$ cat config.mk
export PLATFORM = sky130hd
export DESIGN_NAME = alu_exec_unit_flat
export DESIGN_NICKNAME = d
export VERILOG_FILES = /design/src/rtl/alu_exec_unit_if.sv /design/src/rtl/alu_exec_unit.sv /design/src/flat_wrapper.sv
export SDC_FILE = /design/constraint.sdc
export NUM_CORES = 1
export LEC_CHECK = 0
export ABC_CLOCK_PERIOD_IN_PS = 2200
export BUFFER_PORTS_ARGS = -buffer_cell sky130_fd_sc_hd__buf_2
export CORE_UTILIZATION = 55
export DETAILED_ROUTE_END_ITERATION = 10
export PLACE_DENSITY = 0.84
export SYNTH_ARGS = -nofsm -noshare
export SYNTH_HDL_FRONTEND = slang
export SYNTH_SLANG_ARGS = --single-unit
$ cat constraint.sdc
create_clock -name Clk -period 2.2 [get_ports Clk]
set_input_delay 0.66 -clock Clk [delete_from_list [all_inputs] [get_ports Clk]]
set_output_delay 0.66 -clock Clk [all_outputs]
set_load 0.05 [all_outputs]
$ cat src/rtl/alu_exec_unit_if.sv
// Start/done handshake and operand bus between core controller and ALU.
// master drives the request, slave returns the result.
interface alu_exec_unit_if #(
  parameter int WIDTH = 32
);
  logic             Start;
  logic [3:0]       ALUCtrl;
  logic [WIDTH-1:0] A;
  logic [WIDTH-1:0] B;
  logic             Ready;
  logic             Done;
  logic [WIDTH-1:0] Result;
  logic             Zero;
  logic             IllegalOp;

  modport master (
    output Start, ALUCtrl, A, B,
    input  Ready, Done, Result, Zero, IllegalOp
  );

  modport slave (
    input  Start, ALUCtrl, A, B,
    output Ready, Done, Result, Zero, IllegalOp
  );
endinterface

$ cat src/rtl/alu_exec_unit.sv
// Execute-stage ALU: logic/arith ops in one cycle,
// shifts bit-serial one position per cycle behind a start/done handshake.
module alu_exec_unit #(
  parameter int WIDTH   = 32,
  parameter int SHAMT_W = 5
) (
  input logic            Clk,
  input logic            Rst_n,
  alu_exec_unit_if.slave bus
);

  typedef enum logic {
    S_IDLE,
    S_SHIFT
  } state_t;

  localparam logic [1:0] K_SLL = 2'd0;
  localparam logic [1:0] K_SRL = 2'd1;
  localparam logic [1:0] K_SRA = 2'd2;

  state_t             r_state;
  state_t             w_next;
  logic [SHAMT_W-1:0] r_cnt;
  logic [WIDTH-1:0]   r_work;
  logic [1:0]         r_kind;
  logic [WIDTH-1:0]   r_result;
  logic               r_zero;
  logic               r_done;
  logic               r_ill;

  logic               w_accept;
  logic               w_last;
  logic [SHAMT_W-1:0] w_shamt;
  logic [WIDTH-1:0]   w_res;
  logic               w_ill;
  logic               w_is_shift;
  logic [1:0]         w_kind;
  logic               w_long;
  logic [WIDTH-1:0]   w_shifted;

  assign w_shamt  = bus.B[SHAMT_W-1:0];
  assign w_accept = bus.Start && (r_state == S_IDLE);
  assign w_last   = (r_cnt == SHAMT_W'(1));
  assign w_long   = w_is_shift && (w_shamt != '0);

  always_comb begin
    w_res      = '0;
    w_ill      = 1'b0;
    w_is_shift = 1'b0;
    w_kind     = K_SLL;
    case (bus.ALUCtrl)
      4'b0000: w_res = bus.A & bus.B;
      4'b0001: w_res = bus.A | bus.B;
      4'b0010: w_res = bus.A + bus.B;
      4'b0110: w_res = bus.A - bus.B;
      4'b0111: w_res = {{(WIDTH-1){1'b0}},
                        $signed(bus.A) < $signed(bus.B)};
      4'b1000: begin
        w_is_shift = 1'b1;
        w_kind     = K_SLL;
        w_res      = bus.A;
      end
      4'b1001: begin
        w_is_shift = 1'b1;
        w_kind     = K_SRL;
        w_res      = bus.A;
      end
      4'b1010: begin
        w_is_shift = 1'b1;
        w_kind     = K_SRA;
        w_res      = bus.A;
      end
      default: w_ill = 1'b1;
    endcase
  end

  always_comb begin
    w_shifted = {r_work[WIDTH-2:0], 1'b0};
    case (r_kind)
      K_SRL:   w_shifted = {1'b0, r_work[WIDTH-1:1]};
      K_SRA:   w_shifted = {r_work[WIDTH-1], r_work[WIDTH-1:1]};
      default: w_shifted = {r_work[WIDTH-2:0], 1'b0};
    endcase
  end

  always_ff @(posedge Clk or negedge Rst_n) begin
    if (!Rst_n) r_state <= S_IDLE;
    else        r_state <= w_next;
  end

  always_comb begin
    w_next = r_state;
    case (r_state)
      S_IDLE:  if (w_accept && w_long) w_next = S_SHIFT;
      S_SHIFT: if (w_last) w_next = S_IDLE;
      default: w_next = S_IDLE;
    endcase
  end

  always_comb begin
    bus.Ready = (r_state == S_IDLE);
  end

  // Zero-amount shifts and illegal codes complete like any one-cycle op.
  always_ff @(posedge Clk or negedge Rst_n) begin
    if (!Rst_n) begin
      r_cnt    <= '0;
      r_work   <= '0;
      r_kind   <= K_SLL;
      r_result <= '0;
      r_zero   <= 1'b1;
      r_done   <= 1'b0;
      r_ill    <= 1'b0;
    end else begin
      r_done <= 1'b0;
      if (w_accept) begin
        if (w_long) begin
          r_work <= bus.A;
          r_cnt  <= w_shamt;
          r_kind <= w_kind;
        end else begin
          r_result <= w_res;
          r_zero   <= (w_res == '0);
          r_ill    <= w_ill;
          r_done   <= 1'b1;
        end
      end else if (r_state == S_SHIFT) begin
        r_work <= w_shifted;
        r_cnt  <= r_cnt - SHAMT_W'(1);
        if (w_last) begin
          r_result <= w_shifted;
          r_zero   <= (w_shifted == '0);
          r_ill    <= 1'b0;
          r_done   <= 1'b1;
        end
      end
    end
  end

  assign bus.Done      = r_done;
  assign bus.Result    = r_result;
  assign bus.Zero      = r_zero;
  assign bus.IllegalOp = r_ill;

endmodule
$ cat src/flat_wrapper.sv
// flat-port wrapper written by rule: the top's interface ports become plain ports
module alu_exec_unit_flat 
#(
  parameter int WIDTH   = 32,
  parameter int SHAMT_W = 5
)
  (Clk, Rst_n, bus_Start, bus_ALUCtrl, bus_A, bus_B, bus_Ready, bus_Done, bus_Result, bus_Zero, bus_IllegalOp);
  alu_exec_unit_if #(.WIDTH(WIDTH)) bus_i ();
  input logic Clk;
  input logic Rst_n;
  input wire logic [$bits(bus_i.Start)-1:0] bus_Start;
  input wire logic [$bits(bus_i.ALUCtrl)-1:0] bus_ALUCtrl;
  input wire logic [$bits(bus_i.A)-1:0] bus_A;
  input wire logic [$bits(bus_i.B)-1:0] bus_B;
  output wire logic [$bits(bus_i.Ready)-1:0] bus_Ready;
  output wire logic [$bits(bus_i.Done)-1:0] bus_Done;
  output wire logic [$bits(bus_i.Result)-1:0] bus_Result;
  output wire logic [$bits(bus_i.Zero)-1:0] bus_Zero;
  output wire logic [$bits(bus_i.IllegalOp)-1:0] bus_IllegalOp;
  assign bus_i.Start = bus_Start;
  assign bus_i.ALUCtrl = bus_ALUCtrl;
  assign bus_i.A = bus_A;
  assign bus_i.B = bus_B;
  assign bus_Ready = bus_i.Ready;
  assign bus_Done = bus_i.Done;
  assign bus_Result = bus_i.Result;
  assign bus_Zero = bus_i.Zero;
  assign bus_IllegalOp = bus_i.IllegalOp;
  alu_exec_unit #(.WIDTH(WIDTH), .SHAMT_W(SHAMT_W)) u_core (.Clk(Clk), .Rst_n(Rst_n), .bus(bus_i));
endmodule
==> report_table.html, run 1 <==
<table>
<tr><th>Metric</th><th>Value</th></tr>
<tr><th colspan="2">GRT</th></tr>
<tr><td>Wire length of the first global-routing pass</td><td>around 110 mm</td></tr>
<tr><td>Pin count of the biggest net entering global routing</td><td>88</td></tr>
<tr><td>Total global-route track usage</td><td>78.9%</td></tr>
<tr><td>Global route total overflow</td><td>71</td></tr>
<tr><td>Vias in the first global route</td><td>17766</td></tr>
<tr><th colspan="2">Status</th></tr>
<tr><td>Run status</td><td>stopped before the end</td></tr>
<tr><td>Terminating stage of the flow</td><td>5_1_grt</td></tr>
<tr><td>First error</td><td>[ERROR GRT-0116] Global routing finished with congestion. Check the congestion regions in the DRC Viewer.</td></tr>
<tr><th colspan="2">Logic synthesis</th></tr>
<tr><td>Largest cells by area after synthesis</td><td>dfrtp_1 19%, ha_1 15%, o21ai_0 7.1%</td></tr>
<tr><td>Post-synth EDFFs</td><td>0</td></tr>
<tr><td>Most instantiated library cell after synthesis</td><td>nor2_1</td></tr>
<tr><td>Count of yosys warnings during synthesis</td><td>0</td></tr>
<tr><td>Syn Std Cell Area</td><td>between 9000 and 10000 sq um</td></tr>
<tr><td>Mapped Nets</td><td>approximately 1500</td></tr>
<tr><td>Leading post-synthesis cells by instance count</td><td>141 x nor2_1, 139 x nand2_1, 135 x o21ai_0</td></tr>
<tr><td>Number of synthesized register bits</td><td>75</td></tr>
<tr><td>Seq/Total Area, Yosys</td><td>19.7%</td></tr>
<tr><td>Dominant cell type by area after synthesis</td><td>dfrtp_1</td></tr>
<tr><td>Top flip-flop cell by instance count after synthesis</td><td>dfrtp_1</td></tr>
<tr><td>Synth Instances</td><td>1321</td></tr>
<tr><td>Number of distinct library cell variants in the gate-level netlist after synthesis</td><td>86</td></tr>
<tr><td>Ys async rst share</td><td>100%</td></tr>
<tr><td>Share of the synthesized area in the top cell type</td><td>between 10% and 20%</td></tr>
<tr><td>Post-synthesis area per instance</td><td>7.23 sq um</td></tr>
<tr><th colspan="2">Floorplanning</th></tr>
<tr><td>Top-level I/O count</td><td>107</td></tr>
<tr><td>Die Y</td><td>134 um</td></tr>
<tr><td>Starting utilization of the core area</td><td>a little under three fifths</td></tr>
<tr><td>FP Rows</td><td>47</td></tr>
<tr><td>Horizontal die dimension</td><td>134 um</td></tr>
<tr><th colspan="2">Placement</th></tr>
<tr><td>Final weighted congestion of routability-driven global placement</td><td>1.12</td></tr>
<tr><td>Number of buffers inserted by port buffering</td><td>approximately 110</td></tr>
<tr><td>Setup slack after placement</td><td>-1830 ps</td></tr>
<tr><td>HPWL Detailed</td><td>around 33 mm</td></tr>
<tr><th colspan="2">Clock network</th></tr>
<tr><td>Cts hold-fix bufs</td><td>0</td></tr>
<tr><td>TritonCTS sink count</td><td>75</td></tr>
<tr><td>Clock tree root buffer cell</td><td>clkbuf_16</td></tr>
<tr><td>Maximum count of clock buffers along a single path</td><td>2</td></tr>
<tr><td>Clock buffer count from CTS</td><td>9</td></tr>
<tr><td>Maximum level of the CTS H-tree</td><td>3</td></tr>
</table>
layer usage:
metal  GRT overflow  track usage (%)
met5              1             32.5
met2             31             93.5
met1              0             78.6
met4             38             77.3
met3              1             67.6
metrics by stage:
| step | util [%] | instances | cell area [sq um] |
|---|---|---|---|
| after global placement | 80.9 | 1983 | 13600 |
| after floorplan | - | 1321 | 9900 |
| after detailed placement | 80.9 | 1983 | 13600 |
| after CTS | 90.1 | 2030 | 15100 |
timing repair:
item | 4_1_cts
resized for setup | 227
cloned | 1
setup endpoints to repair | 65
pin swaps | 105
setup buffers | 40
cell families after synthesis:
logic type                 Yosys count  synth area share (%)
AOI/OAI and AO/OA                  508                  36.4
xor gates and xnor gates             3                 0.275
adders and majority gates          114                  15.1
buffers and inverters              194                  7.90
DFF                                 75                  19.7
muxes                                5                 0.550
and+or+nand+nor                    422                  20.2
==> run 2: changes to the inputs <==
Settings changed: ABC_CLOCK_PERIOD_IN_PS 2200 to 2900, CORE_UTILIZATION 55 to 40, PLACE_DENSITY 0.84 to unset, PLACE_DENSITY_LB_ADDON set to 0.15.
Clock period 2.2 ns to 2.9 ns, I/O delays scaled along.
==> run 2 against run 1 <==
Net effect:
- the flow now finishes, with violations (setup timing)
- area after synthesis unchanged
- synthesized cell count unchanged
==> report_table.html, run 2 <==
<table>
<tr><th>Metric</th><th>Value</th></tr>
<tr><th colspan="2">Pwr</th></tr>
<tr><td>Worst voltage drop across the vdd grid</td><td>0.000527 V</td></tr>
<tr><td>Areal power density over the cells</td><td>~560 nW/um^2</td></tr>
<tr><td>Leakage power of the design</td><td>0.00722 uW</td></tr>
<tr><th colspan="2">Logic synthesis</th></tr>
<tr><td>Ys async rst share</td><td>100% (unchanged)</td></tr>
<tr><td>Count of yosys warnings during synthesis</td><td>0 (unchanged)</td></tr>
<tr><td>Leading post-synthesis cells by instance count</td><td>141 x nor2_1, 139 x nand2_1, 135 x o21ai_0</td></tr>
<tr><td>Synth Instances</td><td>1321 (unchanged)</td></tr>
<tr><td>Seq/Total Area, Yosys</td><td>19.7% (unchanged)</td></tr>
<tr><td>Number of synthesized register bits</td><td>75 (unchanged)</td></tr>
<tr><td>Share of the synthesized area in the top cell type</td><td>19.4% (unchanged)</td></tr>
<tr><td>Top flip-flop cell by instance count after synthesis</td><td>dfrtp_1</td></tr>
<tr><td>Number of distinct library cell variants in the gate-level netlist after synthesis</td><td>86 (unchanged)</td></tr>
<tr><td>Most instantiated library cell after synthesis</td><td>nor2_1</td></tr>
<tr><td>Mapped Nets</td><td>1506 (unchanged)</td></tr>
<tr><td>Post-synthesis area per instance</td><td>7.23 sq um (unchanged)</td></tr>
<tr><td>Post-synth EDFFs</td><td>0 (unchanged)</td></tr>
<tr><td>Dominant cell type by area after synthesis</td><td>dfrtp_1</td></tr>
<tr><td>Syn Std Cell Area</td><td>9550 sq um (unchanged)</td></tr>
<tr><td>Largest cells by area after synthesis</td><td>dfrtp_1 19%, ha_1 15%, o21ai_0 7.1%</td></tr>
<tr><th colspan="2">Route</th></tr>
<tr><td>Number of DRC markers in iteration 0</td><td>954</td></tr>
<tr><td>First-pass detailed-route iteration total</td><td>5</td></tr>
<tr><td>Routed wire length</td><td>about 42 mm</td></tr>
<tr><td>Antenna violation net count after detailed routing</td><td>0</td></tr>
<tr><td>Count of vias placed by the detailed router</td><td>between 10000 and 15000</td></tr>
<tr><td>Avg WL per Cell</td><td>19.4 um</td></tr>
<tr><td>Drt drc</td><td>0</td></tr>
<tr><td>Number of vias per cell after detailed routing</td><td>5.70</td></tr>
<tr><th colspan="2">Min path</th></tr>
<tr><td>Launch instance of the worst min-delay path</td><td>u_core.r_work[0]$_DFFE_PN0P_</td></tr>
<tr><td>Min-Delay Path Class</td><td>reg2reg</td></tr>
<tr><td>Min-Delay Endpoint</td><td>u_core.r_work[0]$_DFFE_PN0P_</td></tr>
<tr><td>Hold Path Cell Cnt</td><td>2</td></tr>
<tr><th colspan="2">Setup path</th></tr>
<tr><td>Flop-to-flop setup slack</td><td>10 ps</td></tr>
<tr><td>Crit-path slowest cell</td><td>o311ai_4</td></tr>
<tr><td>Capturing point of the worst reg2reg path</td><td>u_core.bus.Zero$_DFFE_PN1P_</td></tr>
<tr><td>Worst Setup End Kind</td><td>flip-flop</td></tr>
<tr><td>Startpoint types</td><td>primary input</td></tr>
<tr><td>Startpoint-to-endpoint class of the critical path</td><td>in2reg</td></tr>
<tr><td>Critical Path RT</td><td>3120 ps</td></tr>
<tr><td>Count of cells along the worst register-to-register path</td><td>13</td></tr>
<tr><td>Cell breakdown of the critical path</td><td>buf_8, clkinvlp_4, ha_4, a211oi_4, o41ai_4, buf_4, o311ai_4, a2111oi_2, nand3b_1, buf_4, a21o_1, a211oi_2, o31ai_1, nor3_2, a21oi_1, mux2_4</td></tr>
<tr><td>Reg2reg start</td><td>u_core.r_cnt[1]$_DFFE_PN0P_</td></tr>
<tr><td>Critical-path maximum fanout</td><td>3</td></tr>
<tr><td>Most common cell type on the critical path</td><td>buf_4</td></tr>
<tr><td>Data arrival time of the critical path</td><td>3960 ps</td></tr>
<tr><td>Max incr delay on CP</td><td>290 ps</td></tr>
<tr><th colspan="2">GRT</th></tr>
<tr><td>Vias in the first global route</td><td>11920</td></tr>
<tr><td>Total global-route track usage</td><td>34.3%</td></tr>
<tr><td>Pin count of the biggest net entering global routing</td><td>88</td></tr>
<tr><td>Global route total overflow</td><td>0</td></tr>
<tr><td>Wire length of the first global-routing pass</td><td>64.7 mm</td></tr>
<tr><td>Initial antenna violation count</td><td>3</td></tr>
<tr><th colspan="2">Clock network</th></tr>
<tr><td>Register clock-pin slew on the reported worst setup and hold paths</td><td>50 ps</td></tr>
<tr><td>Clock tree root buffer cell</td><td>clkbuf_16</td></tr>
<tr><td>Clock latency reported for the late side of the worst-skew pair</td><td>around 340 ps</td></tr>
<tr><td>CTS tree</td><td>built</td></tr>
<tr><td>TritonCTS sink count</td><td>75 (unchanged)</td></tr>
<tr><td>Clock buffer count from CTS</td><td>9 (unchanged)</td></tr>
<tr><td>Maximum level of the CTS H-tree</td><td>3 (unchanged)</td></tr>
<tr><td>Maximum count of clock buffers along a single path</td><td>2 (unchanged)</td></tr>
<tr><th colspan="2">Floorplanning</th></tr>
<tr><td>Core outline area</td><td>23500 sq um</td></tr>
<tr><td>FP Rows</td><td>56 (+19%)</td></tr>
<tr><td>Top-level I/O count</td><td>107 (unchanged)</td></tr>
<tr><td>Starting utilization of the core area</td><td>40.7% (-16 points)</td></tr>
<tr><td>Area of the die</td><td>24500 sq um</td></tr>
<tr><td>Die Y</td><td>157 um (+17%)</td></tr>
<tr><td>Horizontal die dimension</td><td>157 um (+17%)</td></tr>
<tr><th colspan="2">Timing</th></tr>
<tr><td>Final slew viol count</td><td>0</td></tr>
<tr><td>Hold violation total from the final report</td><td>0</td></tr>
<tr><td>Post-route worst setup slack</td><td>-838 ps</td></tr>
<tr><td>Minimum hold slack</td><td>between 400 and 500 ps</td></tr>
<tr><td>Minimum period implied by the final worst setup slack</td><td>3740 ps</td></tr>
<tr><td>Slew at the pin closest to its max-slew limit</td><td>~1200 ps</td></tr>
<tr><td>Worst slew margin</td><td>21.4%</td></tr>
<tr><td>Crit share post-route</td><td>129%</td></tr>
<tr><td>Final setup violation count</td><td>27</td></tr>
<tr><td>Setup repair after global routing missed its margin</td><td>true</td></tr>
<tr><td>Final Skew</td><td>4.08 ps</td></tr>
<tr><td>Achievable clock frequency</td><td>~270 MHz</td></tr>
<tr><th colspan="2">Job</th></tr>
<tr><td>Count of maximum capacitance violations</td><td>0</td></tr>
<tr><th colspan="2">Placement</th></tr>
<tr><td>Final weighted congestion of routability-driven global placement</td><td>0.950 (-15%)</td></tr>
<tr><td>HPWL Detailed</td><td>33.4 mm (+1.5%)</td></tr>
<tr><td>Number of buffers inserted by port buffering</td><td>106 (unchanged)</td></tr>
<tr><td>Post-Place Cell Area</td><td>13700 sq um (+0.88%)</td></tr>
<tr><th colspan="2">Status</th></tr>
<tr><td>Violations in the final reports</td><td>setup timing</td></tr>
<tr><td>Run status</td><td>complete, but fails checks</td></tr>
<tr><th colspan="2">Finish</th></tr>
<tr><td>Layout Nets</td><td>2005</td></tr>
<tr><td>Non-Filler Cell Area, Final</td><td>15400 sq um</td></tr>
<tr><td>Area growth from synthesis to layout</td><td>61.4%</td></tr>
<tr><td>Most frequent cells in the layout</td><td>432 x buf_4, 132 x nand2_1, 130 x nor2_1, 103 x a21oi_1</td></tr>
<tr><td>Ratio of cells with drive above 1 in the final layout</td><td>43.6%</td></tr>
<tr><td># fillers</td><td>2093</td></tr>
<tr><td>Most common cell after layout, fill and taps aside</td><td>buf_4</td></tr>
</table>
run 2: cell counts after synthesis:
Identical to the previous run, type by type.
run 2: repair_timing:
action,4_1_cts,5_1_grt
hold buffers,0,0
resized for setup,190,82
buffers inserted,33,18
hold endpoints to repair,0,0
pin swaps,97,69
setup endpoints to repair,28,28
run 2: routing by layer:
metal  part of all wire (%)  global-route usage (%)
met1                     44                    46.6
met2                     46                    55.4
met3                    6.8                    4.82
met4                    3.1                    11.8
met5                  0.094                       0
run 2: power by group:
part / internal, uW / switching [uW]
clock: 641 / 411
sequential: 1570 / 363
combinational: 2100 / 3480
run 2: worst max-delay path, delay by kind of cell:
family,cells,cell delay [ps]
AND/OR/NAND/NOR,2,530
buffers and inverters,4,520
adder cells (fa/ha/maj),1,270
AO/OA/AOI/OAI,8,1490
multiplexers,1,280
run 2: kinds of logic (layout without fill, tap and decap cells):
logic type               Yosys count  in the layout  share of synthesized area (%)
AO/OA/AOI/OAI                    508            508                           36.4
AND/OR/NAND/NOR                  422            422                           20.2
buffers and inverters            194            697                           7.90
adder cells (fa/ha/maj)          114            114                           15.1
flip-flops                        75             75                           19.7
multiplexers                       5              5                          0.550
XOR/XNOR                           3              3                          0.275
other                              0              1                              0
run 2: cell type report:
class	count	area, sq um	share of cell area (%)
Multi-Input combinational cell	1052	8210	53.2
Antenna cell	1	2.50	0.0162
Clock inverter	2	10.0	0.0649
Clock buffer	13	270	1.75
Inverter	112	442	2.86
Sequential cell	75	1880	12.2
Tap cell	319	399	2.59
Timing Repair Buffer	570	4210	27.3
run 2: metrics by stage:
step | setup TNS, ps | util, % | cells | setup slack, ps | total power (uW)
floorplan | -6180 | - | 1321 | -779 | 5020
CTS | -9980 | 63.5 | 2129 | -946 | 8340
finish | -12130 | 65.7 | 2144 | -838 | 8560
global placement | -26070 | 58.2 | 2093 | -1360 | 6840
global route | -14290 | 65.7 | 2143 | -962 | 9140
detailed placement | -27540 | 58.2 | 2093 | -1410 | 6910
run 2: worst max-delay path by stage:
stage / start / endpoint / slack, ps / cells after the start
5_1_grt: bus_A[1] / u_core.bus.Result[31]$_DFFE_PN0P_ / -960 / 16
3_3_place_gp: bus_A[1] / u_core.bus.Zero$_DFFE_PN1P_ / -1360 / 15
3_5_place_dp: bus_A[0] / u_core.bus.Zero$_DFFE_PN1P_ / -1410 / 15
6_report: bus_A[1] / u_core.bus.Result[31]$_DFFE_PN0P_ / -840 / 16
4_1_cts: bus_A[1] / u_core.bus.Zero$_DFFE_PN1P_ / -950 / 16
2_1_floorplan: bus_A[0] / u_core.bus.Zero$_DFFE_PN1P_ / -780 / 14
Power figures use the tool's default switching activity.
==> run 3: changes to the inputs <==
Settings changed: SETUP_SLACK_MARGIN set to 0.5, SKIP_LAST_GASP set to 1.
==> run 3 against run 2 <==
Net effect:
- the run still ends with setup timing left
- sequential power hardly changed
- worst hold slack worse by 9.6 ps
- clock skew grew 4.3 ps
- power rose by 4.4%
- critical path depth grew 1
- wire length increased by 2.0%
- design area is 2.5% higher
- worst setup slack gained 64 ps
- sequential share of layout area fell by 0.30 points
- first-iteration DRC count is 6.6% higher
- cell count grew 0.89%
- critical endpoint unchanged
- largest cell class unchanged
- highest routed layer is now met4
==> report_table.html, run 3 (same netlist as run 2, synthesis figures left out) <==
<table>
<tr><th>Metric</th><th>Value</th></tr>
<tr><th colspan="2">Placement</th></tr>
<tr><td>Final weighted congestion of routability-driven global placement</td><td>0.976 (+2.8%)</td></tr>
<tr><td>Number of buffers inserted by port buffering</td><td>106 (unchanged)</td></tr>
<tr><td>Post-Place Cell Area</td><td>13900 sq um (+1.5%)</td></tr>
<tr><td>Number of cells in the design after placement</td><td>2109 (+0.76%)</td></tr>
<tr><td>HPWL Detailed</td><td>33.9 mm (+1.7%)</td></tr>
<tr><th colspan="2">Setup path</th></tr>
<tr><td>Critical-path maximum fanout</td><td>2 (-1)</td></tr>
<tr><td>Reg2reg start</td><td>u_core.r_cnt[1]$_DFFE_PN0P_</td></tr>
<tr><td>Crit path capture</td><td>u_core.bus.Result[31]$_DFFE_PN0P_</td></tr>
<tr><td>Worst Setup End Kind</td><td>flip-flop</td></tr>
<tr><td>Worst setup startpoint</td><td>bus_A[1]</td></tr>
<tr><td>Startpoint types</td><td>primary input</td></tr>
<tr><td>Capturing point of the worst reg2reg path</td><td>u_core.bus.Zero$_DFFE_PN1P_</td></tr>
<tr><td>Count of cells along the worst register-to-register path</td><td>13 (unchanged)</td></tr>
<tr><td>Data arrival time of the critical path</td><td>3900 ps (-60 ps)</td></tr>
<tr><td>Flop-to-flop setup slack</td><td>-40 ps (-50 ps)</td></tr>
<tr><td>Startpoint-to-endpoint class of the critical path</td><td>in2reg</td></tr>
<tr><td>Critical Path RT</td><td>3120 ps (about the same)</td></tr>
<tr><th colspan="2">Finish</th></tr>
<tr><td>Number of diodes added for antenna fixing</td><td>0 (-1)</td></tr>
<tr><td>Layout Nets</td><td>2024 (+0.95%)</td></tr>
<tr><td>Most frequent cells in the layout</td><td>457 x buf_4, 137 x nand2_1, 133 x nor2_1, 96 x a21oi_1</td></tr>
<tr><td>Area growth from synthesis to layout</td><td>65.5%</td></tr>
<tr><td>Most common cell after layout, fill and taps aside</td><td>buf_4</td></tr>
<tr><td>Ratio of cells with drive above 1 in the final layout</td><td>45.4% (+1.8 points)</td></tr>
<tr><td>Non-filler cells, final</td><td>2163 (+0.89%)</td></tr>
<tr><td># fillers</td><td>2039 (-2.6%)</td></tr>
<tr><td>Non-Filler Cell Area, Final</td><td>15800 sq um (+2.5%)</td></tr>
<tr><th colspan="2">Floorplanning</th></tr>
<tr><td>FP Rows</td><td>56 (unchanged)</td></tr>
<tr><td>Core outline area</td><td>23500 sq um (unchanged)</td></tr>
<tr><td>Area of the die</td><td>24500 sq um (unchanged)</td></tr>
<tr><td>Die Y</td><td>157 um (unchanged)</td></tr>
<tr><td>Starting utilization of the core area</td><td>40.7% (unchanged)</td></tr>
<tr><td>Top-level I/O count</td><td>107 (unchanged)</td></tr>
<tr><td>Horizontal die dimension</td><td>157 um (unchanged)</td></tr>
<tr><th colspan="2">Route</th></tr>
<tr><td>Number of vias per cell after detailed routing</td><td>5.66 (-0.82%)</td></tr>
<tr><td>First-pass detailed-route iteration total</td><td>5 (unchanged)</td></tr>
<tr><td>Avg WL per Cell</td><td>19.6 um (+1.1%)</td></tr>
<tr><td>Routed wire length</td><td>42.5 mm (+2.0%)</td></tr>
<tr><td>Count of vias placed by the detailed router</td><td>12237 (+0.057%)</td></tr>
<tr><td>Drt drc</td><td>0 (unchanged)</td></tr>
<tr><td>Antenna violation net count after detailed routing</td><td>0 (unchanged)</td></tr>
<tr><td>Number of DRC markers in iteration 0</td><td>1017 (+6.6%)</td></tr>
<tr><th colspan="2">Status</th></tr>
<tr><td>Run status</td><td>complete, but fails checks</td></tr>
<tr><td>Violations in the final reports</td><td>setup timing</td></tr>
<tr><th colspan="2">Clock network</th></tr>
<tr><td>Maximum count of clock buffers along a single path</td><td>2 (unchanged)</td></tr>
<tr><td>Clock tree root buffer cell</td><td>clkbuf_16</td></tr>
<tr><td>Maximum level of the CTS H-tree</td><td>3 (unchanged)</td></tr>
<tr><td>Register clock-pin slew on the reported worst setup and hold paths</td><td>60 ps (about the same)</td></tr>
<tr><td>Clock latency reported for the late side of the worst-skew pair</td><td>340 ps (about the same)</td></tr>
<tr><td>Clock buffer count from CTS</td><td>9 (unchanged)</td></tr>
<tr><td>CTS tree</td><td>built</td></tr>
<tr><td>TritonCTS sink count</td><td>75 (unchanged)</td></tr>
<tr><th colspan="2">Timing</th></tr>
<tr><td>Minimum period implied by the final worst setup slack</td><td>3670 ps (-63.9 ps)</td></tr>
<tr><td>Slew at the pin closest to its max-slew limit</td><td>1000 ps (-176 ps)</td></tr>
<tr><td>Worst slew margin</td><td>33.2% (+12 points)</td></tr>
<tr><td>Crit share post-route</td><td>127% (-2.2 points)</td></tr>
<tr><td>Achievable clock frequency</td><td>272 MHz (+1.7%)</td></tr>
<tr><td>Post-route worst setup slack</td><td>-774 ps (+63.9 ps)</td></tr>
<tr><td>Total Neg Setup Slack</td><td>-10340 ps (+1790 ps)</td></tr>
<tr><td>Final Skew</td><td>8.39 ps (+4.31 ps)</td></tr>
<tr><td>Final setup violation count</td><td>25 (-7.4%)</td></tr>
<tr><td>Hold violation total from the final report</td><td>0 (unchanged)</td></tr>
<tr><td>Final slew viol count</td><td>0 (unchanged)</td></tr>
<tr><td>Setup repair after global routing missed its margin</td><td>true</td></tr>
<tr><th colspan="2">GRT</th></tr>
<tr><td>Wire length of the first global-routing pass</td><td>64.8 mm (about the same)</td></tr>
<tr><td>Vias in the first global route</td><td>11692 (-1.9%)</td></tr>
<tr><td>Met1 demand-to-capacity share in global routing</td><td>47.9% (+1.3 points)</td></tr>
<tr><td>Total global-route track usage</td><td>34.4% (+0.053 points)</td></tr>
<tr><td>Initial antenna violation count</td><td>1 (-2)</td></tr>
<tr><td>Met2 GRT Util</td><td>55.9% (+0.47 points)</td></tr>
<tr><td>Global route total overflow</td><td>0 (unchanged)</td></tr>
<tr><td>Pin count of the biggest net entering global routing</td><td>88 (unchanged)</td></tr>
<tr><td>Global routing's busiest layer</td><td>met2</td></tr>
<tr><td>Met3 Usage GRT</td><td>3.16% (-1.7 points)</td></tr>
<tr><th colspan="2">Job</th></tr>
<tr><td>Count of maximum capacitance violations</td><td>0 (unchanged)</td></tr>
<tr><th colspan="2">Pwr</th></tr>
<tr><td>Leakage power of the design</td><td>0.00733 uW (+1.6%)</td></tr>
<tr><td>Areal power density over the cells</td><td>565 nW/um^2 (+1.8%)</td></tr>
<tr><td>Worst voltage drop across the vdd grid</td><td>0.000690 V (+31%)</td></tr>
<tr><th colspan="2">Min path</th></tr>
<tr><td>Min-Delay Path Class</td><td>reg2reg</td></tr>
</table>
==> run 3: final cells by class <==
type	count	area (sq um)	area share [%]
Clock buffer	9	225	1.43
Clock inverter	7	76.3	0.483
Inverter	112	459	2.91
Multi-Input combinational cell	1052	8370	53.0
Sequential cell	75	1880	11.9
Tap cell	319	399	2.53
Timing Repair Buffer	589	4390	27.8
==> run 3: report_power, final <==
group          internal, uW  switching, uW  total [uW]
registers              1570            354        1920
clock network           671            465        1140
logic                  2280           3600        5880
==> run 3: what timing repair did <==
action	4_1_cts	5_1_grt
buffers inserted	16	22
resized for setup	181	107
endpoints found under the setup margin	48	70
pin swaps	93	80
hold buffers	0	0
==> run 3: per-layer routing <==
metal | routed length, um | up-vias
met5 | 0 | -
met2 | 19400 | 443
met1 | 19200 | 5863
li1 | - | 5865
met4 | 1100 | 0
met3 | 2790 | 66
==> run 3: critical path, cell delays in order <==
cell	delay (ps)
buf_8	80
clkinvlp_4	100
ha_4	240
a211oi_4	300
o41ai_4	110
buf_4	150
o311ai_4	290
a2111oi_2	120
buf_4	170
nand3b_1	210
buf_4	180
a21o_1	190
a211oi_2	230
o31ai_2	110
nor3_2	200
a21oi_1	80
mux2_2	260
==> run 3: worst min-delay path by stage <==
stage / cells past startpoint / slack [ps] / end / startpoint
floorplan: 2 / 450 / u_core.r_work[0]$_DFFE_PN0P_ / u_core.r_work[0]$_DFFE_PN0P_
global placement: 2 / 460 / u_core.r_work[0]$_DFFE_PN0P_ / u_core.r_work[0]$_DFFE_PN0P_
detailed placement: 2 / 470 / u_core.r_work[0]$_DFFE_PN0P_ / u_core.r_work[0]$_DFFE_PN0P_
CTS: 2 / 490 / u_core.r_work[0]$_DFFE_PN0P_ / u_core.r_work[0]$_DFFE_PN0P_
global route: 2 / 530 / u_core.bus.Result[10]$_DFFE_PN0P_ / u_core.bus.Result[10]$_DFFE_PN0P_
finish: 2 / 480 / u_core.r_work[0]$_DFFE_PN0P_ / u_core.r_work[0]$_DFFE_PN0P_
==> run 3: per-stage QoR <==
| stage | hold WS, ps | utilization, % | setup WS [ps] | power (uW) |
|---|---|---|---|---|
| 4_1_cts | 487 | 64.4 | -888 | 8570 |
| 5_1_grt | 529 | 67.3 | -902 | 9510 |
| 6_report | 484 | 67.3 | -774 | 8930 |
| 2_1_floorplan | 451 | - | -779 | 5040 |
| 3_5_place_dp | 473 | 59.1 | -1360 | 7070 |
| 3_3_place_gp | 462 | 59.1 | -1310 | 6990 |
==> run 4: changes to the inputs <==
Settings changed: GPL_TIMING_DRIVEN set to 0.
==> run 4 against run 3 <==
Net effect:
- the run ends with DRC, setup timing left
- worst hold slack got worse by 150 ps
- critical path depth decreased by 1
- flip-flop and latch count unchanged
- worst setup slack got worse by 270 ps
- sequential share of layout area increased by 1.8 points
- die area unchanged
- critical path type unchanged
==> report_table.html, run 4 (same netlist as run 2, synthesis figures left out) <==
<table>
<tr><th>Metric</th><th>Value</th></tr>
<tr><th colspan="2">Status</th></tr>
<tr><td>Run status</td><td>complete, but fails checks</td></tr>
<tr><td>Violations in the final reports</td><td>DRC, setup timing</td></tr>
<tr><th colspan="2">Setup path</th></tr>
<tr><td>Startpoint types</td><td>primary input</td></tr>
<tr><td>Reg2reg start</td><td>u_core.r_cnt[1]$_DFFE_PN0P_</td></tr>
<tr><td>Flop-to-flop setup slack</td><td>-320 ps (-280 ps)</td></tr>
<tr><td>Data arrival time of the critical path</td><td>4220 ps (+320 ps)</td></tr>
<tr><td>Startpoint-to-endpoint class of the critical path</td><td>in2reg</td></tr>
<tr><td>Worst Setup End Kind</td><td>flip-flop</td></tr>
<tr><td>Critical Path RT</td><td>3170 ps (+50 ps)</td></tr>
<tr><td>Max incr delay on CP</td><td>380 ps (+80 ps)</td></tr>
<tr><td>Buffers and inverters on the worst path</td><td>4 (-1)</td></tr>
<tr><td>Capturing point of the worst reg2reg path</td><td>u_core.bus.Zero$_DFFE_PN1P_</td></tr>
<tr><td>Levels on crit path</td><td>16 (-1)</td></tr>
<tr><td>Cell class contributing the biggest share of worst-path delay</td><td>compound AO/OA/AOI/OAI gates</td></tr>
<tr><td>Critical-path maximum fanout</td><td>5 (+3)</td></tr>
<tr><td>Crit-path slowest cell</td><td>fa_2</td></tr>
<tr><td>Cell breakdown of the critical path</td><td>buf_12, clkinvlp_4, buf_6, fa_2, o21bai_4, o2111ai_4, a211oi_4, buf_4, o21ai_1, a311oi_2, a31oi_2, a2111oi_2, nand4_1, nor4b_4, nand4_1, o21ai_1</td></tr>
<tr><td>Count of cells along the worst register-to-register path</td><td>11 (-2)</td></tr>
<tr><th colspan="2">Route</th></tr>
<tr><td>Antenna violation net count after detailed routing</td><td>0 (unchanged)</td></tr>
<tr><td>Avg WL per Cell</td><td>22.8 um (+16%)</td></tr>
<tr><td>Routed wire length</td><td>42.6 mm (+0.40%)</td></tr>
<tr><td>Count of vias placed by the detailed router</td><td>11605 (-5.2%)</td></tr>
<tr><td>Number of vias per cell after detailed routing</td><td>6.21 (+9.8%)</td></tr>
<tr><td>First-pass detailed-route iteration total</td><td>9 (+4)</td></tr>
<tr><td>Number of DRC markers in iteration 0</td><td>1107 (+8.8%)</td></tr>
<tr><td>Drt drc</td><td>1 (+1)</td></tr>
<tr><th colspan="2">Finish</th></tr>
<tr><td>Ratio of cells with drive above 1 in the final layout</td><td>34.1% (-11 points)</td></tr>
<tr><td>Area taken by flip-flops and latches</td><td>1880 sq um (unchanged)</td></tr>
<tr><td>Area growth from synthesis to layout</td><td>43.3%</td></tr>
<tr><td>Final core utilization</td><td>58.3% (-9.0 points)</td></tr>
<tr><td># fillers</td><td>2181 (+7.0%)</td></tr>
<tr><td>Most frequent cells in the layout</td><td>133 x nor2_1, 131 x nand2_1, 96 x o21ai_0, 96 x ha_1, 95 x buf_4</td></tr>
<tr><td>Layout Nets</td><td>1729 (-15%)</td></tr>
<tr><td>Number of diodes added for antenna fixing</td><td>0 (unchanged)</td></tr>
<tr><td>Footprint of the multi-input gates</td><td>8520 sq um (+1.8%)</td></tr>
<tr><td>Most common cell after layout, fill and taps aside</td><td>nor2_1</td></tr>
<tr><th colspan="2">Timing</th></tr>
<tr><td>Final Skew</td><td>9.04 ps (+0.650 ps)</td></tr>
<tr><td>Minimum period implied by the final worst setup slack</td><td>3950 ps (+273 ps)</td></tr>
<tr><td>Setup repair after global routing missed its margin</td><td>true</td></tr>
<tr><td>Final slew viol count</td><td>0 (unchanged)</td></tr>
<tr><td>Final setup violation count</td><td>26 (+4.0%)</td></tr>
<tr><td>Post-route worst setup slack</td><td>-1050 ps (-273 ps)</td></tr>
<tr><td>Slew at the pin closest to its max-slew limit</td><td>933 ps (-69.4 ps)</td></tr>
<tr><td>Minimum hold slack</td><td>337 ps (-146 ps)</td></tr>
<tr><td>Worst slew margin</td><td>37.8% (+4.6 points)</td></tr>
<tr><td>Achievable clock frequency</td><td>253 MHz (-6.9%)</td></tr>
<tr><td>Crit share post-route</td><td>136% (+9.4 points)</td></tr>
<tr><td>Total Neg Setup Slack</td><td>-14700 ps (-4350 ps)</td></tr>
<tr><td>Hold violation total from the final report</td><td>0 (unchanged)</td></tr>
<tr><th colspan="2">Clock network</th></tr>
<tr><td>Clock tree root buffer cell</td><td>clkbuf_16</td></tr>
<tr><td>Register clock-pin slew on the reported worst setup and hold paths</td><td>60 ps (about the same)</td></tr>
<tr><td>Maximum level of the CTS H-tree</td><td>3 (unchanged)</td></tr>
<tr><td>CTS tree</td><td>built</td></tr>
<tr><td>Clock buffer count from CTS</td><td>9 (unchanged)</td></tr>
<tr><td>Maximum count of clock buffers along a single path</td><td>2 (unchanged)</td></tr>
<tr><td>Clock latency reported for the late side of the worst-skew pair</td><td>340 ps (about the same)</td></tr>
<tr><td>Cts hold-fix bufs</td><td>0 (unchanged)</td></tr>
<tr><td>TritonCTS sink count</td><td>75 (unchanged)</td></tr>
<tr><th colspan="2">Job</th></tr>
<tr><td>Count of maximum capacitance violations</td><td>0 (unchanged)</td></tr>
<tr><th colspan="2">Floorplanning</th></tr>
<tr><td>Horizontal die dimension</td><td>157 um (unchanged)</td></tr>
<tr><td>Core outline area</td><td>23500 sq um (unchanged)</td></tr>
<tr><td>FP Rows</td><td>56 (unchanged)</td></tr>
<tr><td>Die Y</td><td>157 um (unchanged)</td></tr>
<tr><td>Top-level I/O count</td><td>107 (unchanged)</td></tr>
<tr><td>Starting utilization of the core area</td><td>40.7% (unchanged)</td></tr>
<tr><td>Area of the die</td><td>24500 sq um (unchanged)</td></tr>
<tr><th colspan="2">Min path</th></tr>
<tr><td>Min-Delay Path Class</td><td>in2async</td></tr>
<tr><th colspan="2">Placement</th></tr>
<tr><td>Final weighted congestion of routability-driven global placement</td><td>0.981 (+0.44%)</td></tr>
<tr><td>Setup slack after placement</td><td>-1860 ps (-504 ps)</td></tr>
<tr><td>HPWL Detailed</td><td>31.8 mm (-6.4%)</td></tr>
<tr><td>Number of buffers inserted by port buffering</td><td>105 (-0.94%)</td></tr>
<tr><th colspan="2">Pwr</th></tr>
<tr><td>Worst voltage drop across the vdd grid</td><td>0.000601 V (-13%)</td></tr>
<tr><td>Leakage power of the design</td><td>0.00585 uW (-20%)</td></tr>
<tr><td>Areal power density over the cells</td><td>621 nW/um^2 (+9.9%)</td></tr>
<tr><th colspan="2">GRT</th></tr>
<tr><td>Pin count of the biggest net entering global routing</td><td>70 (-20%)</td></tr>
<tr><td>Wire length of the first global-routing pass</td><td>63.5 mm (-1.9%)</td></tr>
<tr><td>Vias in the first global route</td><td>11077 (-5.3%)</td></tr>
<tr><td>Global route total overflow</td><td>0 (unchanged)</td></tr>
<tr><td>Initial antenna violation count</td><td>1 (unchanged)</td></tr>
<tr><td>Total global-route track usage</td><td>34.3% (-0.086 points)</td></tr>
</table>
run 4: layout make-up:
cell class | instances | share of cell area (%)
clock buffer | 14 | 1.86
tap | 319 | 2.92
buffer | 82 | 3.78
timing repair buffer | 212 | 11.7
inverter | 112 | 3.51
clock inverter | 2 | 0.256
sequential | 75 | 13.7
multi-input combinational | 1052 | 62.2
run 4: power breakdown:
part	switching, uW	internal [uW]	total [uW]
Combinational	3630	1820	5450
Clock	427	690	1120
Sequential	369	1570	1940
Total	4420	4080	8500
run 4: worst max-delay path by stage:
stage / to / start / slack, ps
floorplan: u_core.bus.Zero$_DFFE_PN1P_ / bus_A[0] / -780
global placement: u_core.bus.Zero$_DFFE_PN1P_ / bus_ALUCtrl[0] / -2100
detailed placement: u_core.bus.Zero$_DFFE_PN1P_ / bus_A[0] / -1860
CTS: u_core.bus.Zero$_DFFE_PN1P_ / bus_A[1] / -980
global route: u_core.bus.Zero$_DFFE_PN1P_ / bus_A[1] / -1190
finish: u_core.bus.Zero$_DFFE_PN1P_ / bus_A[1] / -1050
run 4: per-layer routing:
layer | global-route usage (%) | wire length (um) | up-vias | part of all wire (%)
met5 | 0 | 0 | - | 0
met1 | 45.8 | 18100 | 5634 | 42
met2 | 56.3 | 19600 | 557 | 46
met4 | 15.5 | 2070 | 0 | 4.9
li1 | - | - | 5287 | -
met3 | 2.63 | 2910 | 127 | 6.8
run 4: per-stage QoR:
step           cell area, sq um  total power [uW]  instances
3_3_place_gp              10800              6360       1745
6_report                  13700              8500       1868
2_1_floorplan              9900              5040       1321
3_5_place_dp              10900              6400       1746
4_1_cts                   13000              8080       1838
5_1_grt                   13700              9020       1868
run 4: timing repair:
action	4_1_cts	5_1_grt
hold endpoints to repair	0	0
gates cloned	0	0
buffers inserted	76	30
gates resized for setup	297	128
setup endpoints to repair	74	70
pin swaps	103	96
run 4: worst register-to-register path: cells and delay by family, from the launching register on:
kind | cells | cell delay [ps]
flip-flops | 1 | 380
buffers and inverters | 1 | 100
adder cells (fa/ha/maj) | 1 | 150
AO/OA/AOI/OAI | 2 | 460
AND/OR/NAND/NOR | 7 | 2060
